### config.mk
export PLATFORM = sky130hd
export DESIGN_NAME = axi_sts_snapshot_register
export DESIGN_NICKNAME = d
export VERILOG_FILES = /design/src/rtl/axi_sts_snapshot_register.sv
export SDC_FILE = /design/constraint.sdc
export NUM_CORES = 1
export LEC_CHECK = 0
export BUFFER_PORTS_ARGS = -buffer_cell sky130_fd_sc_hd__buf_2
export CAP_MARGIN = 20
export CORE_AREA = 10 10 438 440
export DETAILED_ROUTE_END_ITERATION = 16
export DIE_AREA = 0 0 448 450
export PLACE_DENSITY_LB_ADDON = 0.15
export SLEW_MARGIN = 20
export SYNTH_ARGS = -nofsm -noshare
export SYNTH_HDL_FRONTEND = slang
export SYNTH_SLANG_ARGS = --single-unit
### constraint.sdc
create_clock -name aclk -period 6.8 [get_ports aclk]
set_clock_uncertainty 0.2 [all_clocks]
set_input_delay 1.02 -clock aclk [delete_from_list [all_inputs] [get_ports aclk]]
set_output_delay 1.02 -clock aclk [all_outputs]
set_load 0.02 [all_outputs]
### src/rtl/axi_sts_snapshot_register.sv
// rtl/axi_sts_snapshot_register.sv - AXI4-Lite read-only status bank with snapshot shadow (optional feature macro: AXI_STS_SNAPSHOT_EN)
module axi_sts_snapshot_register #(
    parameter int STS_DATA_WIDTH = 1024,
    parameter int AXI_DATA_WIDTH = 32,
    parameter int AXI_ADDR_WIDTH = 16
) (
    input  logic                      aclk,
    input  logic                      aresetn,
    input  logic [STS_DATA_WIDTH-1:0] sts_data,

    input  logic [AXI_ADDR_WIDTH-1:0] s_axi_awaddr,
    input  logic                      s_axi_awvalid,
    output logic                      s_axi_awready,

    input  logic [AXI_DATA_WIDTH-1:0] s_axi_wdata,
    input  logic                      s_axi_wvalid,
    output logic                      s_axi_wready,

    output logic [1:0]                s_axi_bresp,
    output logic                      s_axi_bvalid,
    input  logic                      s_axi_bready,

    input  logic [AXI_ADDR_WIDTH-1:0] s_axi_araddr,
    input  logic                      s_axi_arvalid,
    output logic                      s_axi_arready,

    output logic [AXI_DATA_WIDTH-1:0] s_axi_rdata,
    output logic [1:0]                s_axi_rresp,
    output logic                      s_axi_rvalid,
    input  logic                      s_axi_rready
);

    localparam int ADDR_LSB = $clog2(AXI_DATA_WIDTH / 8);
    localparam int STS_SIZE = STS_DATA_WIDTH / AXI_DATA_WIDTH;
    localparam int IDX_W    = AXI_ADDR_WIDTH - ADDR_LSB;
    localparam logic [IDX_W:0] STS_SIZE_L = (IDX_W + 1)'(STS_SIZE);

    localparam logic [1:0] RESP_OKAY   = 2'b00;
    localparam logic [1:0] RESP_SLVERR = 2'b10;

    // Read path state: output register plus one-entry skid (index only;
    // data is sampled when the output register loads).
    logic                      r_rvalid;
    logic [AXI_DATA_WIDTH-1:0] r_rdata;
    logic [1:0]                r_rresp;
    logic                      r_skid_valid;
    logic [IDX_W-1:0]          r_skid_idx;

    // Write path state: independent AW/W latches and the response flop.
    logic                      r_aw_latched;
    logic                      r_w_latched;
    logic                      r_bvalid;
    logic [1:0]                r_bresp;

    logic                      w_ar_hs;
    logic                      w_out_free;
    logic                      w_load;
    logic                      w_load_oor;
    logic                      w_load_snap;
    logic [IDX_W-1:0]          w_ar_idx;
    logic [IDX_W-1:0]          w_load_idx;
    logic [AXI_DATA_WIDTH-1:0] w_live_word;
    logic [AXI_DATA_WIDTH-1:0] w_load_data;
    logic                      w_aw_hs;
    logic                      w_w_hs;
    logic                      w_b_hs;
    logic                      w_aw_have;
    logic                      w_w_have;
    logic                      w_unused_ok;

    // Address bits below the word boundary and all write payload are ignored.
    assign w_unused_ok = ^{s_axi_awaddr, s_axi_wdata, s_axi_araddr[ADDR_LSB-1:0]};

    // Skid full means two reads are already held, so stop accepting.
    assign s_axi_arready = ~r_skid_valid;
    assign s_axi_rvalid  = r_rvalid;
    assign s_axi_rdata   = r_rdata;
    assign s_axi_rresp   = r_rresp;

    assign w_ar_idx   = s_axi_araddr[AXI_ADDR_WIDTH-1:ADDR_LSB];
    assign w_ar_hs    = s_axi_arvalid & s_axi_arready;
    assign w_out_free = ~r_rvalid | s_axi_rready;

    // The skid always has priority: it holds the older request.
    assign w_load      = w_out_free & (r_skid_valid | w_ar_hs);
    assign w_load_idx  = r_skid_valid ? r_skid_idx : w_ar_idx;
    assign w_load_oor  = ({1'b0, w_load_idx} >= STS_SIZE_L);
    assign w_load_snap = w_load & ~w_load_oor & (w_load_idx == '0);

    // Select the live status word addressed by the loading request.
    always_comb begin
        w_live_word = '0;
        for (int k = 0; k < STS_SIZE; k++) begin
            if (w_load_idx == IDX_W'(k)) begin
                w_live_word = sts_data[k*AXI_DATA_WIDTH +: AXI_DATA_WIDTH];
            end
        end
    end

`ifdef AXI_STS_SNAPSHOT_EN
    logic [STS_DATA_WIDTH-1:0] r_shadow;
    logic [AXI_DATA_WIDTH-1:0] w_shadow_word;

    // Select the shadow word addressed by the loading request.
    always_comb begin
        w_shadow_word = '0;
        for (int k = 0; k < STS_SIZE; k++) begin
            if (w_load_idx == IDX_W'(k)) begin
                w_shadow_word = r_shadow[k*AXI_DATA_WIDTH +: AXI_DATA_WIDTH];
            end
        end
    end

    // Word 0 reads live and freezes the whole vector for the following words.
    always_comb begin
        w_load_data = (w_load_idx == '0) ? w_live_word : w_shadow_word;
        if (w_load_oor) begin
            w_load_data = '0;
        end
    end

    // Capture the full status vector on the edge that serves an idx-0 read.
    always_ff @(posedge aclk or negedge aresetn) begin
        if (!aresetn) begin
            r_shadow <= '0;
        end else if (w_load_snap) begin
            r_shadow <= sts_data;
        end
    end
`else
    logic w_unused_snap;
    assign w_unused_snap = w_load_snap;

    // Without the shadow every word is read live at the output-load edge.
    always_comb begin
        w_load_data = w_live_word;
        if (w_load_oor) begin
            w_load_data = '0;
        end
    end
`endif

    // Read pipeline: load the output register when free, else park in the skid.
    always_ff @(posedge aclk or negedge aresetn) begin
        if (!aresetn) begin
            r_rvalid     <= 1'b0;
            r_rdata      <= '0;
            r_rresp      <= RESP_OKAY;
            r_skid_valid <= 1'b0;
            r_skid_idx   <= '0;
        end else if (w_out_free) begin
            r_rvalid     <= w_load;
            r_skid_valid <= 1'b0;
            if (w_load) begin
                r_rdata <= w_load_data;
                r_rresp <= w_load_oor ? RESP_SLVERR : RESP_OKAY;
            end
        end else if (w_ar_hs) begin
            r_skid_valid <= 1'b1;
            r_skid_idx   <= w_ar_idx;
        end
    end

    assign s_axi_awready = ~r_aw_latched;
    assign s_axi_wready  = ~r_w_latched;
    assign s_axi_bvalid  = r_bvalid;
    assign s_axi_bresp   = r_bresp;

    assign w_aw_hs   = s_axi_awvalid & s_axi_awready;
    assign w_w_hs    = s_axi_wvalid & s_axi_wready;
    assign w_b_hs    = r_bvalid & s_axi_bready;
    assign w_aw_have = r_aw_latched | w_aw_hs;
    assign w_w_have  = r_w_latched | w_w_hs;

    // Write channel: latch AW and W independently, answer SLVERR once both are in.
    always_ff @(posedge aclk or negedge aresetn) begin
        if (!aresetn) begin
            r_aw_latched <= 1'b0;
            r_w_latched  <= 1'b0;
            r_bvalid     <= 1'b0;
            r_bresp      <= RESP_OKAY;
        end else if (w_b_hs) begin
            r_aw_latched <= 1'b0;
            r_w_latched  <= 1'b0;
            r_bvalid     <= 1'b0;
        end else begin
            r_aw_latched <= w_aw_have;
            r_w_latched  <= w_w_have;
            if (w_aw_have && w_w_have && !r_bvalid) begin
                r_bvalid <= 1'b1;
                r_bresp  <= RESP_SLVERR;
            end
        end
    end

endmodule

==> results of run 1 <==
[synth_stat cells, types with 15 or more instances]
cell type / count / share of area
a211oi_1: 20 / 0.014
a21oi_1: 122 / 0.055
a221o_1: 19 / 0.017
a221oi_1: 74 / 0.059
a222oi_1: 24 / 0.022
a22o_1: 42 / 0.033
a22oi_1: 169 / 0.11
and3_1: 38 / 0.022
buf_2: 78 / 0.035
buf_4: 18 / 0.012
clkbuf_1: 57 / 0.019
dfrtp_1: 53 / 0.12
nand2_1: 122 / 0.041
nand3_1: 66 / 0.030
nand4_1: 24 / 0.014
nor2_1: 85 / 0.029
nor3_1: 23 / 0.010
nor3_2: 15 / 0.014
o211ai_1: 19 / 0.013
o21ai_0: 110 / 0.050
o221ai_1: 22 / 0.017
o22ai_1: 60 / 0.034
o31ai_1: 17 / 0.012
[path summary, 6_finish.rpt]
kind,from,cells after the start,end
worst min-delay path,s_axi_bresp[1],1,s_axi_bresp[1]
min in group asynchronous,aresetn,1,s_axi_bresp[1]
worst min register to register,s_axi_bresp[1],1,s_axi_bresp[1]
worst max register to register,r_skid_valid,11,s_axi_rdata[16]
worst max-delay path,r_skid_valid,11,s_axi_rdata[16]
max in group asynchronous,aresetn,2,s_axi_rdata[10]
[routing by layer]
layer / vias to the layer above / track usage / wire length, um
met5: - / 0 / 684
li1: 8708 / - / -
met4: 108 / 0.0336 / 4100
met2: 1153 / 0.385 / 116000
met3: 329 / 0.0487 / 14100
met1: 10807 / 0.256 / 91600
[power groups by stage]
stage	sequential [mW]	combinational (mW)	clock [mW]
detailed placement	0.374	0.717	0
floorplan	0.366	0.171	0
CTS	0.368	0.720	0.369
global route	0.374	0.755	0.372
finish	0.369	0.709	0.348
global placement	0.375	0.714	0
[logic make-up (layout without fill, tap and decap cells)]
kind of cell    Yosys count  in the layout
simple gates            453            453
mux                      19             19
buf+inv                 170           1259
other cells               1             56
compound gates          844            844
flops                    53             53
[sequential cells by signal, summed over array words and instances, names as in the netlist]
signal / flops
s_axi_rdata: 32
s_axi_rvalid: 1
r_skid_idx: 14
r_w_latched: 1
r_skid_valid: 1
r_aw_latched: 1
s_axi_rresp: 1
s_axi_bvalid: 1
s_axi_bresp: 1
[placed cells by master (no fill, tap or decap), types with 20 or more instances in the layout]
cell type  instances
a211oi_1          20
a21oi_1          121
a221oi_1          72
a222oi_1          24
a22o_1            41
a22oi_1          169
and3_1            38
buf_2           1083
buf_4            147
dfrtp_1           53
diode_2           54
nand2_1          115
nand3_1           65
nand4_1           24
nor2_1            81
nor3_4            20
o21ai_0          110
o221ai_1          20
o22ai_1           60
[through the flow]
step / total power, mW / hold WS (ps)
2_1_floorplan: 0.537 / 281
3_3_place_gp: 1.09 / 262
3_5_place_dp: 1.09 / 257
4_1_cts: 1.46 / 294
5_1_grt: 1.50 / 304
6_report: 1.43 / 289
[final cells by class]
cell class                 instances  area (um2)  share of cell area
multi-input combinational       1318        9280               0.449
timing repair buffer            1242        6750               0.327
tap                             2385        2980               0.144
sequential                        53        1330              0.0642
antenna                           54         135             0.00654
clock buffer                       5         125             0.00606
inverter                           9        33.8             0.00163
clock inverter                     3        26.3             0.00127
==> results.json, run 1 <==
{
  "path_class": "flop to flop",
  "port_buffers": 1083,
  "yosysWarnings": 0,
  "core_area_um2": 183000,
  "synth_mux_area_frac": 0.0196,
  "fin_nets": 3724,
  "maxCapViolCount": 0,
  "wl_mm": 226,
  "cp.arrival_ps": 5220,
  "power_switching_uw": 647,
  "die_w_um": 448,
  "drc_errors": 0,
  "area_growth_pct": 87.0,
  "grt.overflow.total": 0,
  "cts_setup_buffers": 0,
  "cellLeakagePower_nw": 8.74,
  "num_rows": 157,
  "cts_hold_buf": 0,
  "die_area_um2": 202000,
  "fillers": 21573,
  "ys_async_sr_fraction": 1.00,
  "dp.cells": 5005,
  "ir_drop_mv": 0.0996,
  "p_int_uw": 779,
  "worstSetupStartpointType": "flop",
  "synth_xor_area_frac": 0,
  "antenna_found_initial": 207,
  "synth-adder-area-share": 0,
  "synth_cells": 1540,
  "worst_slack_ps": 1680,
  "synthFlopType": "dfrtp_1",
  "maxSlewHeadroom": 0.228,
  "avgSynthCellArea_um2": 7.18,
  "vias": 21105,
  "drtIter0Drc": 2077,
  "critPathMaxStageDelay_ps": 820,
  "clk_path_buf_depth": 2,
  "yosys.cell_types.count": 89,
  "ios": 1136,
  "synth_top_family_by_area": "compound AO/OA/AOI/OAI gates",
  "p_seq_frac": 0.259,
  "finalInstanceArea_um2": 20700,
  "pre_cts_ws_ps": 1270,
  "via_per_inst": 4.16,
  "grt.total_usage": 0.212,
  "numClockSinks": 53,
  "hold_path_class": "flop to flop",
  "ys_seq_area_frac": 0.120,
  "setup_viol": 0,
  "reg2reg_slack_ps": 1680,
  "dp_hpwl_mm": 195,
  "cp-end-kind": "flop",
  "ant_nets": 0,
  "fin_setup_tns_ps": 0,
  "fmax_ghz": 0.195,
  "grt_max_degree": 49,
  "synth-compound-area-share": 0.563,
  "clk_latency_ps": 370,
  "gp_congestion": 0.910,
  "grt_pass1_vias": 21094,
  "start_util": 0.0605,
  "clkPwrFrac": 0.244,
  "cts_made_buffers": 5,
  "min_period_over_period": 0.752,
  "p_sw_frac": 0.454,
  "cts_tree": "done",
  "crit_slowest_cell": "nor4b_4",
  "cts.clk_slew.worst_paths_ps": 120,
  "rsz0062_at_grt": "no",
  "worst-path-buf-inv": 3,
  "stdcell_count": 5069,
  "cp_common_cell": "buf_4",
  "outcome": "completed",
  "clockRootBuffer": "clkbuf_16",
  "cp_max_fo": 15,
  "cp_top_family": "compound AO/OA/AOI/OAI gates",
  "detail_route.wl_per_cell_um": 44.6,
  "htree_levels": 2,
  "place_area_um2": 20400,
  "comb_power_share": 0.497,
  "die_height_um": 450,
  "tightestPinTransition_ps": 1160,
  "finalHoldViolCount": 0,
  "ys_ff_latch": 53,
  "synth_area_um2": 11100,
  "power_density_nw_per_um2": 69.0,
  "dr.pass1.iters": 6,
  "drive_above_1_share": 0.517,
  "synth-edff-count": 0,
  "final_core_util": 0.113,
  "grt_pass1_wl_mm": 273,
  "ctsResizeCount": 0,
  "cp_data_required_time_ps": 6900,
  "period_minus_slack_ps": 5120,
  "slew_viol_final": 0,
  "crit_chain": "nor4b_4, buf_4, o221ai_4, buf_4, nor4_4, buf_4, a221oi_1, a22oi_1, o31ai_2, a22o_1, a32oi_1",
  "synthSimpleGateAreaFrac": 0.221
}
Note: power is estimated with default switching activity, not from simulation.
==> run 2, diff against run 1 <==
--- a/config.mk
+++ b/config.mk
@@ -5,11 +5,12 @@
 export SDC_FILE = /design/constraint.sdc
 export NUM_CORES = 1
 export LEC_CHECK = 0
+export ABC_AREA = 1
 export BUFFER_PORTS_ARGS = -buffer_cell sky130_fd_sc_hd__buf_2
 export CAP_MARGIN = 20
-export CORE_AREA = 10 10 438 440
+export CORE_AREA = 10 10 437 439
 export DETAILED_ROUTE_END_ITERATION = 16
-export DIE_AREA = 0 0 448 450
+export DIE_AREA = 0 0 447 449
 export PLACE_DENSITY_LB_ADDON = 0.15
 export SLEW_MARGIN = 20
 export SYNTH_ARGS = -nofsm -noshare
==> constraint.sdc (replaced) <==
create_clock -name aclk -period 4.95 [get_ports aclk]
set_clock_uncertainty 0.2 [all_clocks]
set_input_delay 0.7425 -clock aclk [delete_from_list [all_inputs] [get_ports aclk]]
set_output_delay 0.7425 -clock aclk [all_outputs]
set_load 0.02 [all_outputs]
==> run 2 against run 1 <==
- first-iteration DRC count fell by 50%
- register-to-register slack got worse by 1400 ps
- sequential cell count stayed put
- worst hold slack got worse by 6.0 ps
- critical endpoint is now s_axi_rdata[7]
- highest routed layer unchanged
==> results.json, run 2 <==
{
  "synth_area_um2": 10400,
  "avgSynthCellArea_um2": 4.72,
  "die_w_um": 447,
  "dp_hpwl_mm": 139,
  "finalInstanceArea_um2": 21400,
  "final_cell_mix": "buf_2 (1083), nand2_1 (852), nor2_1 (439)",
  "rsz0062_at_grt": "yes",
  "slew_viol_final": 0,
  "ios": 1136,
  "outcome": "completed",
  "hold_depth": 2,
  "area_growth_pct": 106,
  "cp_max_fo": 6,
  "cts_tree": "done",
  "cp-end-kind": "flop",
  "top_layer_used": "met5",
  "cts_hold_buf": 0,
  "cellLeakagePower_nw": 11.0,
  "die_area_um2": 201000,
  "period_minus_slack_ps": 4700,
  "via_per_inst": 3.32,
  "start_util": 0.0569,
  "p_sw_frac": 0.358,
  "port_buffers": 1083,
  "gp_congestion": 0.905,
  "dr.pass1.iters": 5,
  "final_core_util": 0.117,
  "power_switching_uw": 605,
  "yosys.area.top_type": "nand2_1",
  "fin_setup_tns_ps": 0,
  "m1WireLength_mm": 54.3,
  "yosys-top-cells-area": "nand2_1 (32%), nor2_1 (18%), dfrtp_1 (13%)",
  "path_class": "input port to flop",
  "reg2regPathDepth": 30,
  "worst_slack_ps": 253,
  "wl_met2_mm": 85.7,
  "yosysWarnings": 0,
  "ir_drop_mv": 0.148,
  "setup_viol": 0,
  "synthFlopType": "dfrtp_1",
  "yosys.area.top_type_share": 0.317,
  "ys_ff_latch": 53,
  "tightestPinTransition_ps": 979,
  "fmax_ghz": 0.213,
  "cp_common_cell": "nand2_1",
  "fin_nets": 4519,
  "synth_cells": 2201,
  "clkPwrFrac": 0.276,
  "cts.clk_slew.worst_paths_ps": 90,
  "wl_met3_mm": 8.47,
  "die_height_um": 449,
  "cp.arrival_ps": 4730,
  "largest_reg_flops": 32,
  "synth-edff-count": 0,
  "yosys.cell_types.count": 33,
  "maxCapViolCount": 0,
  "p_int_mw": 1.08,
  "wl_mm": 152,
  "grt.total_usage": 0.144,
  "critPathMaxStageDelay_ps": 310,
  "maxSlewHeadroom": 0.345,
  "grt_max_degree": 38,
  "numClockSinks": 53,
  "worstSetupStartpointType": "input port",
  "crit_slowest_cell": "nor2_1",
  "ys_async_sr_fraction": 1.00,
  "core_area_um2": 182000,
  "pre_cts_ws_ps": -1010,
  "grt_pass1_vias": 20252,
  "htree_levels": 2,
  "clk_latency_ps": 330,
  "min_period_over_period": 0.949,
  "place_area_um2": 20500,
  "cp_data_required_time_ps": 4980,
  "antenna_found_initial": 92,
  "p_seq_frac": 0.290,
  "grt_pass1_wl_mm": 195,
  "drtIter0Drc": 1036,
  "clk_path_buf_depth": 2,
  "layout_commonest_cell": "buf_2",
  "dp.cells": 5786,
  "num_rows": 157,
  "hold_path_class": "flop to flop",
  "synth_common_cells": "nand2_1 (877), nor2_1 (500), inv_1 (200)",
  "cts_made_buffers": 5,
  "finalHoldViolCount": 0,
  "drive_above_1_share": 0.436,
  "ant_nets": 0,
  "stdcell_count": 5835,
  "ys_seq_area_frac": 0.128,
  "drc_errors": 0,
  "grt.overflow.total": 0,
  "power_density_nw_per_um2": 78.8,
  "detail_route.wl_per_cell_um": 26.1,
  "vias": 19383,
  "comb_power_share": 0.435,
  "clockRootBuffer": "clkbuf_16",
  "synth_most_common_cell": "nand2_1"
}
-- run 2: cell types whose count changed after synthesis, sizes merged, moves of 37 or more --
cell	delta
inv	+196
and3	-37
nand2	+758
a22oi	-168
o21ai	-89
o22ai	-60
buf	-84
nor2	+411
nand4	+165
a22o	-42
a221oi	-80
-- run 2: cells by family (layout without fill, tap and decap cells) --
logic type | after synthesis | after routing | share of synthesized area
flops | 53 | 53 | 0.128
simple gates | 1660 | 1660 | 0.663
compound gates | 163 | 163 | 0.0843
mux | 1 | 1 | 0.00108
other cells | 1 | 28 | 0.000361
buf+inv | 323 | 1545 | 0.123
-- run 2: repair_timing --
item | CTS | global route
gates cloned | 0 | 1
gates resized for setup | 45 | 112
pin swaps | 14 | 98
buffers inserted | 6 | 15
endpoints found under the setup margin | 16 | 24
-- run 2: critical path, delay by kind of cell --
kind	cells	cell delay (ps)
AO/OA/AOI/OAI	1	90
buffers and inverters	5	530
AND/OR/NAND/NOR	25	3360
-- run 2: layout make-up --
class	instances	area, um2
Clock buffer	5	125
Clock inverter	2	38.8
Timing Repair Buffer	1328	7650
Fill cell	22018	161000
Antenna cell	26	65.1
Inverter	210	793
Multi-Input combinational cell	1826	8420
Tap cell	2385	2980
Sequential cell	53	1330
-- run 2: routing by layer --
layer,track usage,vias up
met1,0.147,9002
met4,0.0280,56
li1,-,9413
met2,0.293,711
met5,0,-
met3,0.0290,201
-- run 2: per-stage QoR --
step / hold WS (ps) / power, mW
2_1_floorplan: 247 / 0.640
3_3_place_gp: 254 / 1.22
3_5_place_dp: 260 / 1.22
4_1_cts: 286 / 1.72
5_1_grt: 313 / 1.81
6_report: 283 / 1.69
-- run 2: power groups by stage --
| stage | clock [mW] | combinational, mW | sequential, mW |
|---|---|---|---|
| after floorplan | 0 | 0.140 | 0.499 |
| after CTS | 0.500 | 0.734 | 0.489 |
| final | 0.465 | 0.734 | 0.489 |
| after global routing | 0.502 | 0.810 | 0.495 |
| after global placement | 0 | 0.726 | 0.497 |
| after detailed placement | 0 | 0.723 | 0.497 |
-- run 2: worst paths after layout --
kind,from,end,slack [ps]
setup / recovery,s_axi_araddr[11],s_axi_rdata[7],250
hold / removal,s_axi_rdata[26],s_axi_rdata[26],280
setup reg to reg,r_skid_valid,s_axi_rdata[7],280
hold reg to reg,s_axi_rdata[26],s_axi_rdata[26],280
max in group asynchronous,aresetn,r_skid_valid,3230
min in group asynchronous,aresetn,s_axi_rdata[30],290
==> run 3, diff against run 2 <==
==> constraint.sdc (replaced) <==
create_clock -name aclk -period 4.6 [get_ports aclk]
set_clock_uncertainty 0.2 [all_clocks]
set_input_delay 0.69 -clock aclk [delete_from_list [all_inputs] [get_ports aclk]]
set_output_delay 0.69 -clock aclk [all_outputs]
set_load 0.02 [all_outputs]
==> run 3 against run 2 <==
- the run now ends with setup timing left
- final area grew 5.4%
- critical path depth decreased by 1
- combinational power is 13% higher
- global-route usage hardly changed
- sequential cell count did not move
- register-to-register slack worse by 370 ps
- worst hold slack got worse by 250 ps
- critical path type is now flop to flop
- worst setup slack lost 340 ps
- first-iteration DRC count up 8.8%
==> results.json, run 3 (synthesis results as in run 2) <==
{
  "outcome": "complete, but fails checks",
  "violations": "setup timing",
  "period_minus_slack_ps": 4690,
  "rsz0062_at_grt": "yes",
  "grt.overflow.total": 0,
  "hold_path_class": "input port to asynchronous set/reset pin",
  "cp_common_cell": "nand4_1",
  "cp_max_fo": 8,
  "endpoint": "s_axi_rdata[10]",
  "finalHoldViolCount": 0,
  "min_period_over_period": 1.02,
  "fillers": 21874,
  "dp_hpwl_mm": 139,
  "layout_commonest_cell": "buf_2",
  "detail_route.wl_per_cell_um": 26.2,
  "drive_above_1_share": 0.480,
  "grt.total_usage": 0.144,
  "ant_nets": 0,
  "cp.arrival_ps": 4750,
  "cts_made_buffers": 5,
  "r2r-start": "r_skid_valid",
  "maxSlewHeadroom": 0.301,
  "clk_latency_ps": 350,
  "final_cell_mix": "buf_2 (1083), nand2_1 (804), nor2_1 (394)",
  "ios": 1136,
  "setup.worst_path.start": "r_skid_valid",
  "cts.clk_slew.worst_paths_ps": 90,
  "multi_input_area_um2": 9220,
  "start_util": 0.0569,
  "final_core_util": 0.124,
  "timing.hold.ws_ps": 29.0,
  "via_per_inst": 3.36,
  "worstSetupStartpointType": "flop",
  "totalPowerFinal_mw": 1.81,
  "htree_levels": 2,
  "wl_mm": 153,
  "seq_area_um2": 1330,
  "fin_setup_tns_ps": -196,
  "path_class": "flop to flop",
  "crit_slowest_cell": "dfrtp_2",
  "grt_pass1_wl_mm": 195,
  "die_height_um": 449,
  "critPathMaxStageDelay_ps": 470,
  "port_buffers": 1083,
  "reg2reg_slack_ps": -90,
  "reg2regPathDepth": 30,
  "cellLeakagePower_nw": 11.6,
  "drc_errors": 0,
  "core_area_um2": 182000,
  "fmax_ghz": 0.213,
  "fin_nets": 4530,
  "slew_viol_final": 0,
  "area_growth_pct": 117,
  "num_rows": 157,
  "grt_pass1_vias": 20526,
  "grt_max_degree": 36,
  "r2r_end": "s_axi_rdata[10]",
  "cp-end-kind": "flop",
  "ir_drop_mv": 0.146,
  "numClockSinks": 53,
  "maxCapViolCount": 0,
  "gp_congestion": 0.881,
  "largest_reg_flops": 32,
  "setup_viol": 3,
  "cts_tree": "done",
  "power_density_nw_per_um2": 80.4,
  "drtIter0Drc": 1127,
  "antenna_found_initial": 78,
  "die_w_um": 447,
  "die_area_um2": 201000,
  "dr.pass1.iters": 5,
  "worst_slack_ps": -90.7,
  "clk_path_buf_depth": 2,
  "cp_data_required_time_ps": 4660,
  "tightestPinTransition_ps": 1050,
  "vias": 19661,
  "clockRootBuffer": "clkbuf_16"
}
==> run 3: changes by cell type in the layout (fill, tap and decap cells not counted), moves of 11 or more <==
| cell | before | now |
|---|---|---|
| a21oi_1 | 106 | 93 |
| a21oi_2 | 15 | 26 |
| buf_4 | 197 | 156 |
| buf_6 | 22 | 59 |
| nand2_1 | 852 | 804 |
| nand2_2 | 19 | 44 |
| nand2_4 | 9 | 32 |
| nand3_1 | 48 | 21 |
| nand3_2 | 20 | 35 |
| nand3_4 | 5 | 17 |
| nor2_1 | 439 | 394 |
| nor2_2 | 28 | 54 |
| nor2_4 | 35 | 54 |
==> run 3: power breakdown <==
| part | internal, mW | switching (mW) | total, mW | leakage, nW |
|---|---|---|---|---|
| Combinational | 0.420 | 0.409 | 0.828 | 10.8 |
| Sequential | 0.504 | 0.0262 | 0.530 | 0.694 |
| Clock | 0.206 | 0.250 | 0.455 | 0.0714 |
| Total | 1.13 | 0.684 | 1.81 | 11.6 |
==> run 3: worst min-delay path by stage <==
stage | startpoint | slack, ps | to
after floorplan | aresetn | 190 | r_aw_latched
after global placement | s_axi_bresp[1] | 260 | s_axi_bresp[1]
after detailed placement | s_axi_rdata[31] | 260 | s_axi_rdata[31]
after CTS | aresetn | 9 | s_axi_rdata[30]
after global routing | aresetn | 30 | s_axi_rdata[24]
final | aresetn | 30 | s_axi_rdata[24]
==> run 3: timing repair <==
action | 4_1_cts | 5_1_grt
cloned | 1 | 1
setup buffers | 15 | 22
pin swaps | 101 | 211
setup endpoints to repair | 28 | 31
hold buffers | 0 | 0
gates resized for setup | 194 | 232
==> run 3: per-stage QoR <==
stage / cell area, um2 / setup slack, ps / instances
floorplan: 10400 / 1550 / 2202
global placement: 20500 / -1840 / 5786
detailed placement: 20500 / -1810 / 5786
CTS: 21500 / -299 / 5806
global route: 22500 / -328 / 5833
finish: 22600 / -90.7 / 5845
==> run 3: routing by layer <==
metal / routed length (um) / vias to the layer above / global-route usage / share of wire
met5: 211 / - / 0 / 0.0014
met4: 3320 / 32 / 0.0301 / 0.022
met3: 8210 / 165 / 0.0274 / 0.054
met2: 86400 / 714 / 0.293 / 0.56
met1: 54900 / 9314 / 0.149 / 0.36
li1: - / 9436 / - / -
==> run 3: critical path, delay by kind of cell (launching register included) <==
| family | cells | cell delay (ps) |
|---|---|---|
| buffers and inverters | 4 | 570 |
| DFF | 1 | 470 |
| and+or+nand+nor | 26 | 3290 |
==> run 3: layout make-up <==
class | count | area share
Multi-Input combinational cell | 1826 | 0.409
Timing Repair Buffer | 1338 | 0.356
Tap cell | 2385 | 0.132
Sequential cell | 53 | 0.0588
Inverter | 210 | 0.0357
Clock buffer | 6 | 0.00571
Antenna cell | 24 | 0.00266
Clock inverter | 2 | 0.000610
Timing Repair inverter | 1 | 0.000166
